### config.mk
export PLATFORM = sky130hd
export DESIGN_NAME = div_seq_ctrl
export DESIGN_NICKNAME = d
export VERILOG_FILES = /design/src/rtl/div_seq_ctrl.sv
export SDC_FILE = /design/constraint.sdc
export NUM_CORES = 1
export LEC_CHECK = 0
export CAP_MARGIN = 15
export CORE_ASPECT_RATIO = 0.8
export CORE_MARGIN = 5
export CORE_UTILIZATION = 50
export CTS_BUF_LIST = sky130_fd_sc_hd__clkbuf_8
export DETAILED_ROUTE_END_ITERATION = 12
export HOLD_SLACK_MARGIN = 0.12
export PLACE_DENSITY = 0.74
export REMOVE_ABC_BUFFERS = 1
export SYNTH_ARGS = -nofsm -noshare
export SYNTH_HDL_FRONTEND = slang
export SYNTH_SLANG_ARGS = --single-unit
export TNS_END_PERCENT = 5
### constraint.sdc
create_clock -name clk -period 7.5 [get_ports clk]
set_input_delay 1.5 -clock clk [delete_from_list [all_inputs] [get_ports clk]]
set_output_delay 1.5 -clock clk [all_outputs]
set_load 0.1 [all_outputs]
### src/rtl/div_seq_ctrl.sv
// Multi-cycle DIV/DIVU sequencer: radix-2 restoring divide, one bit per cycle.
// Holds the pipeline while busy and strobes remainder/quotient into HI/LO.
module div_seq_ctrl #(
  parameter int                 DATA_W = 32,
  parameter logic [DATA_W-1:0]  DZ_LO  = '1
) (
  input  logic              clk,
  input  logic              rst,
  input  logic              start_i,
  input  logic              signed_i,
  input  logic [DATA_W-1:0] dividend_i,
  input  logic [DATA_W-1:0] divisor_i,
  input  logic              cancel_i,
  output logic              stall_o,
  output logic              busy_o,
  output logic              result_valid_o,
  output logic [1:0]        writeHILO_o,
  output logic [DATA_W-1:0] HI_data_o,
  output logic [DATA_W-1:0] LO_data_o,
  output logic              div_zero_o
);

  localparam int CW = (DATA_W > 1) ? $clog2(DATA_W) : 1;

  typedef enum logic [1:0] {
    IDLE,
    BUSY,
    DONE
  } state_t;

  state_t state, state_nx;

  logic [CW-1:0]     count;
  logic [DATA_W-1:0] rem_q, quo_q, dsr_q;
  logic              neg_q, neg_r, dz_q;

  logic              accept, last, div_zero;
  logic              a_neg, b_neg;
  logic [DATA_W-1:0] abs_a, abs_b;
  logic [DATA_W:0]   rem_sh, rem_sub;
  logic              fits;
  logic [DATA_W-1:0] rem_nx;

  assign accept   = (state == IDLE) & start_i & ~cancel_i;
  assign last     = (count == CW'(DATA_W - 1));
  assign div_zero = (divisor_i == '0);

  assign a_neg = signed_i & dividend_i[DATA_W-1];
  assign b_neg = signed_i & divisor_i[DATA_W-1];
  assign abs_a = a_neg ? -dividend_i : dividend_i;
  assign abs_b = b_neg ? -divisor_i  : divisor_i;

  // quo_q doubles as the dividend shift register; its MSB feeds the remainder
  assign rem_sh  = {rem_q, quo_q[DATA_W-1]};
  assign rem_sub = rem_sh - {1'b0, dsr_q};
  assign fits    = (rem_sh >= {1'b0, dsr_q});
  assign rem_nx  = fits ? rem_sub[DATA_W-1:0] : rem_sh[DATA_W-1:0];

  always_ff @(posedge clk or posedge rst) begin
    if (rst) state <= IDLE;
    else     state <= state_nx;
  end

  always_comb begin
    state_nx = state;
    unique case (state)
      IDLE: if (accept) state_nx = div_zero ? DONE : BUSY;
      BUSY: begin
        if (cancel_i)  state_nx = IDLE;
        else if (last) state_nx = DONE;
      end
      DONE: state_nx = IDLE;
      default: state_nx = IDLE;
    endcase
  end

  always_ff @(posedge clk or posedge rst) begin
    if (rst) begin
      count <= '0;
      rem_q <= '0;
      quo_q <= '0;
      dsr_q <= '0;
      neg_q <= 1'b0;
      neg_r <= 1'b0;
      dz_q  <= 1'b0;
    end else if (accept) begin
      count <= '0;
      if (div_zero) begin
        rem_q <= dividend_i;
        quo_q <= DZ_LO;
        dsr_q <= '0;
        neg_q <= 1'b0;
        neg_r <= 1'b0;
        dz_q  <= 1'b1;
      end else begin
        rem_q <= '0;
        quo_q <= abs_a;
        dsr_q <= abs_b;
        neg_q <= a_neg ^ b_neg;
        neg_r <= a_neg;
        dz_q  <= 1'b0;
      end
    end else if (state == BUSY) begin
      rem_q <= rem_nx;
      quo_q <= {quo_q[DATA_W-2:0], fits};
      count <= count + CW'(1);
    end
  end

  always_comb begin
    result_valid_o = (state == DONE) & ~cancel_i;
    stall_o        = accept | ((state == BUSY) & ~cancel_i);
    busy_o         = (state != IDLE);
    writeHILO_o    = {2{result_valid_o}};
    div_zero_o     = result_valid_o & dz_q;
    HI_data_o      = '0;
    LO_data_o      = '0;
    if (result_valid_o) begin
      HI_data_o = neg_r ? -rem_q : rem_q;
      LO_data_o = neg_q ? -quo_q : quo_q;
    end
  end

endmodule
==> results of run 1 <==
[where the power goes]
part	switching [mW]	total (mW)	internal [mW]
clock	0.233	0.391	0.158
combinational	1.21	2.09	0.879
sequential	0.325	1.08	0.758
[flip-flops by register name, indices dropped and copies added (netlist names)]
| signal | flops |
|---|---|
| rem_q | 32 |
| neg_r | 1 |
| dsr_q | 32 |
| quo_q | 32 |
| count | 5 |
| state | 2 |
| neg_q | 1 |
| dz_q | 1 |
[per-layer routing]
metal	track usage	wire, um
met5	0	0
met4	0.05822	430
met3	0.04384	2213
met2	0.3961	12490
met1	0.3768	13240
[how the worst min path moves through the flow]
| stage | slack [ps] | end | from |
|---|---|---|---|
| global placement | 460 | dz_q$_DFFE_PP0P_ | dz_q$_DFFE_PP0P_ |
| detailed placement | 460 | dz_q$_DFFE_PP0P_ | dz_q$_DFFE_PP0P_ |
| finish | 490 | dz_q$_DFFE_PP0P_ | dz_q$_DFFE_PP0P_ |
| floorplan | 440 | dz_q$_DFFE_PP0P_ | dz_q$_DFFE_PP0P_ |
| global route | 510 | dz_q$_DFFE_PP0P_ | dz_q$_DFFE_PP0P_ |
| CTS | 490 | dz_q$_DFFE_PP0P_ | dz_q$_DFFE_PP0P_ |
[synth_stat cells (7+ instances only)]
library cell / number / area (um2)
nor2_1: 167 / 626.9
nor3_1: 22 / 110.1
nand2b_1: 7 / 43.79
ha_1: 38 / 475.5
and3_1: 7 / 43.79
mux2i_1: 15 / 150.1
inv_1: 48 / 180.2
clkbuf_1: 49 / 183.9
and2_1: 7 / 43.79
o21ai_0: 116 / 580.6
a21oi_1: 104 / 520.5
a22oi_1: 7 / 52.55
dfrtp_1: 106 / 2653
o41ai_1: 13 / 113.9
xor2_1: 97 / 849.6
buf_2: 8 / 40.04
nand3_1: 22 / 110.1
a31oi_1: 11 / 68.82
nand4_1: 8 / 50.05
o31ai_1: 33 / 247.7
nor2b_1: 9 / 56.30
a221oi_1: 10 / 87.58
a21o_1: 15 / 112.6
nand2_1: 147 / 551.8
xnor2_1: 52 / 455.4
or4_1: 9 / 67.56
or3_1: 11 / 68.82
[through the flow]
step | total power, mW | setup WS (ps)
after floorplan | 2.567 | -1693
after global placement | 3.133 | 1689
after detailed placement | 3.142 | 1566
after CTS | 3.533 | 1529
after global routing | 3.852 | 1352
final | 3.561 | 1536
[area by class of cell]
| cell class | count | area (um2) |
|---|---|---|
| fillers | 1704 | 7213 |
| multi-input cells | 1014 | 6302 |
| flip-flops and latches | 106 | 2653 |
| repair buffers | 146 | 1466 |
| well taps | 253 | 316.6 |
| inverters | 48 | 182.7 |
| clock buffers | 9 | 123.9 |
| clock inverters | 6 | 75.07 |
[cells by family after synthesis]
| kind of cell | Yosys count | synth area share |
|---|---|---|
| AOI/OAI and AO/OA | 355 | 0.2315 |
| xor gates and xnor gates | 149 | 0.1386 |
| adders and majority gates | 39 | 0.05263 |
| buffers and inverters | 118 | 0.05237 |
| DFF | 106 | 0.2818 |
| muxes | 15 | 0.01595 |
| and+or+nand+nor | 456 | 0.2271 |
==> out/metrics.yaml, run 1 <==
outcome:
  status: "finished clean"
place:
  dp_cells: 1565
  gp_congestion: 0.9300
  hpwl_mm: 21.10
  io_buffers: 138
  placed_cell_area_um2: 10880
clocking:
  cts-buffers-inserted: 9
  clk_path_buf_depth: 2
  cts-hold-fix-buffers: 0
  numClockSinks: 106
  clk_pin_slew_worst_paths_ps: 110
  postCtsSetupBuffers: 0
  cts_tree: "built"
  htree_levels: 3
  ctsRootBufferMaster: "clkbuf_8"
  worstSkewPairLatency_ps: 410
  cts_resized: 0
final_layout:
  layout-drive-gt1-share: 0.04214
  stdcell_count: 1582
  final_common_cell: "nor2_1"
  area_delta_synth_final_pct: 18.12
  finish.instance_area_um2: 11120
  num-nets-final: 1433
  antennaDiodeCount: 0
  final_cell_mix: "nor2_1, nand2_1, clkdlybuf4s50_1"
  final_util: 0.6065
worst_setup_path:
  worstPathCellList: "or4_1 -> or3_1 -> or3_1 -> nor2_1 -> nand3_1 -> o41ai_1 -> xor2_1 -> nor2_1 -> clkdlybuf4s50_1"
  start_kind: "flip-flop"
  cp-end-kind: "output port"
  critical_path.top_delay_family: "simple AND/OR/NAND/NOR gates"
  path_max_fanout: 8
  required_ps: 6000
  r2r_cells: 11
  arrival_ps: 4460
  cp_num_cells: 9
  cp_slowest_cell: "clkdlybuf4s50_1"
  crit_buf_inv: 1
  crit_end: "HI_data_o[29]"
  rrSetupSlack_ps: 3200
  reg2reg_to: "rem_q[30]$_DFFE_PP0P_"
  critPathKind: "flip-flop to output port"
  critPathMaxStageDelay_ps: 1140
  crit_start: "rem_q[7]$_DFFE_PP0P_"
  rr_startpoint: "rem_q[5]$_DFFE_PP0P_"
floorplanning:
  start_util: 0.5135
  die_w_um: 163.4
  ios: 139
  dieArea_um2: 21690
  core_um2: 18330
  row_count: 44
  die_y_um: 132.7
sta:
  rsz0062_at_grt: "no"
  period_minus_slack_ps: 5964
  hold_slack_ps: 487.0
  fin_skew_ps: 16.30
  post-route-period-util: 0.7952
  hold_viol: 0
  worstMarginPinSlew_ps: 1136
  max_freq_ghz: 0.1677
  setup_tns_ps: 0
  slew_viol_final: 0
  relSlewSlack: 0.2429
  setup_viol_count_final: 0
pwr:
  irDropWorstVdd_mv: 0.1490
  powerDensity_nw_per_um2: 320.2
  p_leak_nw: 4.429
synthesis:
  ys.flop_type: "dfrtp_1"
  async_flop_share: 1.000
  synth.cell_area_um2: 9414
  yosysSeqAreaShare: 0.2818
  yosysWarnings: 0
  syn-instance-count: 1238
  synth-edff-count: 0
  ys_ff_latch: 106
  synth.distinct_cells: 76
  syn_area_per_cell_um2: 7.604
grt:
  antenna_found_initial: 0
  grt.overflow.total: 0
  grt_max_degree: 79
  grt_pass1_wl_mm: 45.64
  grtUsageTotal: 0.2566
  grt_pass1_vias: 8727
route:
  drcViolationCount: 0
  drtIter0Drc: 738
  route.vias.total: 9311
  ant_nets: 0
  routed_via_density: 5.886
  drt_wl_total_mm: 28.38
  wl_per_cell_um: 17.94
  first_pass_iters: 5
worst_hold_path:
  min_path_type: "flip-flop to flip-flop"
  whs_path_depth: 1
job:
  drv_cap: 0
Note: power is estimated with default switching activity, not from simulation.
==> run 2, diff against run 1 <==
==> constraint.sdc (replaced) <==
create_clock -name clk -period 5.55 [get_ports clk]
set_input_delay 1.11 -clock clk [delete_from_list [all_inputs] [get_ports clk]]
set_output_delay 1.11 -clock clk [all_outputs]
set_load 0.1 [all_outputs]
==> run 2 against run 1 <==
  * Total power increased by 36%
  * Sequential power grew 36%
  * Clock power up 46%
  * Critical path depth unchanged
  * Design area is 1.1% lower
  * Critical endpoint unchanged
==> out/metrics.yaml, run 2 (same netlist as run 1, synthesis figures left out) <==
sta:
  period_minus_slack_ps: 4748
  relSlewSlack: 0.2522  # +0.009337
  slew_viol_final: 0  # unchanged
  max_freq_ghz: 0.2106
  hold_viol: 0  # unchanged
  hold_slack_ps: 491.9  # +4.913 ps
  setup_slack_ps: 802.5  # -733.6 ps
  fin_skew_ps: 11.63  # -4.672 ps
  rsz0062_at_grt: "no"
  setup_viol_count_final: 0  # unchanged
  post-route-period-util: 0.8554
  worstMarginPinSlew_ps: 1122  # -14.01 ps
final_layout:
  area_delta_synth_final_pct: 16.87
  final_common_cell: "nor2_1"
  final_util: 0.6001  # -0.006415
  num-nets-final: 1437  # +0.28%
  top_regs: "dsr_q x32, quo_q x32, rem_q x32"
  layout-drive-gt1-share: 0.09670  # +0.05456
  final_cell_mix: "nor2_1, nand2_1, o21ai_0"
  num-fill-cells: 1706  # +0.12%
  antennaDiodeCount: 0  # unchanged
  multi_input_area_um2: 6302  # unchanged
  regArea_um2: 2653  # unchanged
clocking:
  worstSkewPairLatency_ps: 400  # about the same
  htree_levels: 3  # unchanged
  numClockSinks: 106  # unchanged
  cts_tree: "built"
  clk_pin_slew_worst_paths_ps: 110  # about the same
  cts-buffers-inserted: 9  # unchanged
  cts_resized: 0  # unchanged
  postCtsSetupBuffers: 0  # unchanged
  ctsRootBufferMaster: "clkbuf_8"
  clk_path_buf_depth: 2  # unchanged
  cts-hold-fix-buffers: 0  # unchanged
pwr:
  powerDensity_nw_per_um2: 440.5  # +38%
  p_leak_nw: 4.604  # +4.0%
  irDropWorstVdd_mv: 0.2441  # +64%
floorplanning:
  ios: 139  # unchanged
  dieArea_um2: 21690  # unchanged
  start_util: 0.5135  # unchanged
  die_w_um: 163.4  # unchanged
  row_count: 44  # unchanged
  core_um2: 18330  # unchanged
  die_y_um: 132.7  # unchanged
place:
  place_ws_ps: 889.0  # -676.6 ps
  io_buffers: 138  # unchanged
  gp_congestion: 0.9776  # +5.1%
  hpwl_mm: 21.73  # +3.0%
grt:
  antenna_found_initial: 2  # +2
  grtUsageTotal: 0.2617  # +0.005092
  grt_max_degree: 73  # -7.6%
  grt_pass1_vias: 8751  # +0.28%
  grt.overflow.total: 0  # unchanged
  grt_pass1_wl_mm: 46.57  # +2.0%
route:
  drtIter0Drc: 841  # +14%
  wl_per_cell_um: 18.12  # +1.0%
  drcViolationCount: 0  # unchanged
  route.vias.total: 9283  # -0.30%
  ant_nets: 0  # unchanged
  first_pass_iters: 9  # +4
  routed_via_density: 5.849  # -0.61%
  drt_wl_total_mm: 28.76  # +1.3%
worst_hold_path:
  min_path_type: "flip-flop to flip-flop"
worst_setup_path:
  worstPathCellList: "or4_1 -> or3_1 -> or3_1 -> nor2_1 -> nand3_1 -> o41ai_1 -> xor2_1 -> nor2_1 -> buf_4"
  start_kind: "flip-flop"
  critical_path.top_delay_family: "simple AND/OR/NAND/NOR gates"
  required_ps: 4440  # -1560 ps
  cp_slowest_cell: "or4_1"
  rrSetupSlack_ps: 1210  # -1990 ps
  critPathKind: "flip-flop to output port"
  critPathMaxStageDelay_ps: 600  # -540 ps
  cp-end-kind: "output port"
  crit_buf_inv: 1  # unchanged
  arrival_ps: 3640  # -820 ps
  path_max_fanout: 8  # unchanged
job:
  drv_cap: 0  # unchanged
outcome:
  status: "finished clean"
-- run 2: cell types whose count changed in the layout (fill, tap and decap cells not counted) --
cell	previous run	this run
inv_1	47	48
bufinv_16	1	2
buf_4	6	79
clkdlybuf4s50_1	138	69
clkinv_4	2	0
inv_6	1	2
-- run 2: layout make-up --
| class | instances | area share |
|---|---|---|
| multi-input cells | 1014 | 0.5728 |
| flip-flops and latches | 106 | 0.2411 |
| repair buffers | 150 | 0.1203 |
| well taps | 253 | 0.02877 |
| inverters | 48 | 0.01660 |
| clock buffers | 9 | 0.01126 |
| clock inverters | 7 | 0.009098 |
-- run 2: path summary, 6_finish.rpt --
kind                            cells after the start                  start                     to
worst max-delay path                                9   rem_q[7]$_DFFE_PP0P_          HI_data_o[29]
worst min-delay path                                2  dsr_q[10]$_DFFE_PP0P_  dsr_q[10]$_DFFE_PP0P_
worst max register to register                     11   rem_q[5]$_DFFE_PP0P_  rem_q[30]$_DFFE_PP0P_
worst min register to register                      2  dsr_q[10]$_DFFE_PP0P_  dsr_q[10]$_DFFE_PP0P_
max in group asynchronous                           3                    rst  quo_q[17]$_DFFE_PP0P_
min in group asynchronous                           2                    rst   dsr_q[2]$_DFFE_PP0P_
-- run 2: worst reg2reg max path, delay by kind of cell, from the launching register on --
| family | cells | cell delay [ps] |
|---|---|---|
| fa+ha+maj | 1 | 430 |
| flops | 1 | 480 |
| compound gates | 8 | 2070 |
| simple gates | 2 | 1300 |
-- run 2: power breakdown --
part,total [mW],leakage (nW),internal [mW],switching (mW)
sequential,1.47,1.29,1.02,0.441
combinational,2.81,3.20,1.19,1.62
clock,0.571,0.114,0.260,0.311
-- run 2: through the flow --
| step | cell area (um2) | total power [mW] | TNS, ps | instances |
|---|---|---|---|---|
| 2_1_floorplan | 9101 | 3.469 | -144300 | 1168 |
| 3_3_place_gp | 10760 | 4.213 | 0 | 1570 |
| 3_5_place_dp | 10760 | 4.247 | 0 | 1570 |
| 4_1_cts | 10980 | 4.824 | 0 | 1586 |
| 5_1_grt | 11000 | 5.260 | 0 | 1587 |
| 6_report | 11000 | 4.847 | 0 | 1587 |
-- run 2: layer usage --
| layer | up-vias | part of all wire | GRT usage |
|---|---|---|---|
| met5 | - | 0.00080 | 0 |
| met4 | 4 | 0.015 | 0.05636 |
| met3 | 37 | 0.081 | 0.06281 |
| met2 | 351 | 0.44 | 0.4035 |
| met1 | 4368 | 0.46 | 0.3748 |
| li1 | 4523 | - | - |
==> run 3, diff against run 2 <==
--- a/config.mk
+++ b/config.mk
@@ -11,8 +11,8 @@
 export CORE_UTILIZATION = 50
 export CTS_BUF_LIST = sky130_fd_sc_hd__clkbuf_8
 export DETAILED_ROUTE_END_ITERATION = 12
+export DONT_BUFFER_PORTS = 1
 export HOLD_SLACK_MARGIN = 0.12
-export PLACE_DENSITY = 0.74
 export REMOVE_ABC_BUFFERS = 1
 export SYNTH_ARGS = -nofsm -noshare
 export SYNTH_HDL_FRONTEND = slang
==> constraint.sdc (replaced) <==
create_clock -name clk -period 6.2 [get_ports clk]
set_input_delay 1.24 -clock clk [delete_from_list [all_inputs] [get_ports clk]]
set_output_delay 1.24 -clock clk [all_outputs]
set_load 0.1 [all_outputs]
==> run 3 against run 2 <==
  * Worst setup slack improved by 290 ps
  * Routed wire length down 3.8%
  * Sequential share of layout area rose by 2.5 points
  * Combinational power is 11% lower
  * Register-to-register slack better by 700 ps
  * Clock skew grew 1.8 ps
  * Design area decreased by 9.5%
  * Critical path depth shrank 1
  * Non-clock buffer count decreased by 133
  * Flip-flop and latch count unchanged
  * Critical endpoint is now HI_data_o[31]
==> out/metrics.yaml, run 3 (same netlist as run 1, synthesis figures left out) <==
worst_setup_path:
  critPathKind: "flip-flop to output port"
  required_ps: 4960  # +520 ps
  arrival_ps: 3870  # +230 ps
  start_kind: "flip-flop"
  cp-end-kind: "output port"
  path_max_fanout: 8  # unchanged
route:
  drtIter0Drc: 690  # -18%
  drt_wl_total_mm: 27.65  # -3.8%
  route.vias.total: 8673  # -6.6%
  first_pass_iters: 7  # -2
  routed_via_density: 5.965  # +2.0%
  wl_per_cell_um: 19.02  # +4.9%
  ant_nets: 0  # unchanged
  drcViolationCount: 0  # unchanged
floorplanning:
  row_count: 44  # unchanged
  die_y_um: 132.7  # unchanged
  ios: 139  # unchanged
  start_util: 0.5135  # unchanged
  die_w_um: 163.4  # unchanged
  dieArea_um2: 21690  # unchanged
  core_um2: 18330  # unchanged
clocking:
  postCtsSetupBuffers: 0  # unchanged
  ctsRootBufferMaster: "clkbuf_8"
  worstSkewPairLatency_ps: 400  # about the same
  clk_path_buf_depth: 2  # unchanged
  cts-hold-fix-buffers: 0  # unchanged
  htree_levels: 3  # unchanged
  numClockSinks: 106  # unchanged
  cts-buffers-inserted: 9  # unchanged
  clk_pin_slew_worst_paths_ps: 120  # about the same
  cts_tree: "built"
  cts_resized: 0  # unchanged
final_layout:
  final_util: 0.5429  # -0.05726
  final_cell_mix: "nand2_1, o21ai_0, dfrtp_1"
  layout-drive-gt1-share: 0.1099  # +0.01321
  area_delta_synth_final_pct: 5.715
  num-fill-cells: 1862  # +9.1%
  antennaDiodeCount: 0  # unchanged
  top_regs: "dsr_q x32, quo_q x32, rem_q x32"
  num-nets-final: 1304  # -9.3%
  stdcell_count: 1454  # -8.4%
  final_common_cell: "nand2_1"
sta:
  slew_viol_final: 0  # unchanged
  relSlewSlack: 0.2502  # -0.002015
  setup_slack_ps: 1089  # +286.5 ps
  rsz0062_at_grt: "no"
  setup_viol_count_final: 0  # unchanged
  fin_skew_ps: 13.42  # +1.785 ps
  setup_tns_ps: 0  # unchanged
  hold_viol: 0  # unchanged
  max_freq_ghz: 0.1957
  period_minus_slack_ps: 5111
  post-route-period-util: 0.8244
  worstMarginPinSlew_ps: 1123  # +1.813 ps
pwr:
  power.total_mw: 4.286  # -12%
  powerDensity_nw_per_um2: 430.7  # -2.2%
  irDropWorstVdd_mv: 0.2825  # +16%
  p_leak_nw: 3.959  # -14%
grt:
  antenna_found_initial: 0  # -2
  grt_pass1_vias: 8132  # -7.1%
  grt_max_degree: 79  # +8.2%
  grt_pass1_wl_mm: 44.62  # -4.2%
  grt.overflow.total: 0  # unchanged
  grtUsageTotal: 0.2549  # -0.006809
place:
  place_ws_ps: 1564  # +675.4 ps
  io_buffers: 0  # -100%
  hpwl_mm: 20.76  # -4.4%
  dp_cells: 1438  # -8.4%
  gp_congestion: 0.9097  # -6.9%
job:
  drv_cap: 0  # unchanged
worst_hold_path:
  min_path_type: "flip-flop to flip-flop"
outcome:
  status: "finished clean"
==> run 3: cell count changes in the layout (fill, tap and decap cells not counted), sizes merged <==
cell	delta
inv	-1
clkinv	+3
bufinv	-1
buf	-64
clkdlybuf4s50	-69
clkinvlp	-1
==> run 3: power breakdown <==
part	internal (mW)	leakage (nW)	switching, mW
sequential	0.917	1.29	0.376
clock	0.196	0.109	0.285
combinational	1.02	2.56	1.49
==> run 3: layer usage <==
| metal | up-vias | part of all wire | global-route usage | wire (um) |
|---|---|---|---|---|
| li1 | 4262 | - | - | - |
| met1 | 4117 | 0.47 | 0.3723 | 13030 |
| met2 | 271 | 0.44 | 0.3922 | 12280 |
| met4 | 0 | 0.012 | 0.05077 | 343 |
| met5 | - | 0 | 0 | 0 |
| met3 | 23 | 0.072 | 0.05317 | 2001 |
==> run 3: worst max-delay path, stage by stage, from the launching register on <==
cell,delay [ps]
dfrtp_1,480
or4_1,610
or3_1,360
or3_1,430
nor2_1,210
nand3_1,150
o31ai_1,270
xor2_1,130
nor2_2,820
==> run 3: layout make-up <==
| class | count | area (um2) | area share |
|---|---|---|---|
| well taps | 253 | 316.6 | 0.03181 |
| flip-flops and latches | 106 | 2653 | 0.2665 |
| clock inverters | 7 | 86.33 | 0.008675 |
| multi-input cells | 1014 | 6462 | 0.6494 |
| repair buffers | 17 | 127.6 | 0.01282 |
| clock buffers | 9 | 123.9 | 0.01245 |
| inverters | 48 | 182.7 | 0.01836 |
==> run 3: path summary, 6_finish.rpt <==
check	slack [ps]	startpoint	depth (start not counted)	endpoint
worst max-delay path	1090	rem_q[7]$_DFFE_PP0P_	8	HI_data_o[31]
worst min-delay path	490	dsr_q[5]$_DFFE_PP0P_	2	dsr_q[5]$_DFFE_PP0P_
worst max register to register	1910	rem_q[2]$_DFFE_PP0P_	11	rem_q[30]$_DFFE_PP0P_
worst min register to register	490	dsr_q[5]$_DFFE_PP0P_	2	dsr_q[5]$_DFFE_PP0P_
max in group asynchronous	4200	rst	2	rem_q[10]$_DFFE_PP0P_
min in group asynchronous	860	rst	1	rem_q[2]$_DFFE_PP0P_
==> run 3: metrics by stage <==
step | instance area (um2) | hold WS (ps)
2_1_floorplan | 9101 | 442.0
3_3_place_gp | 9742 | 466.2
3_5_place_dp | 9742 | 468.0
4_1_cts | 9952 | 495.9
5_1_grt | 9952 | 514.4
6_report | 9952 | 492.4
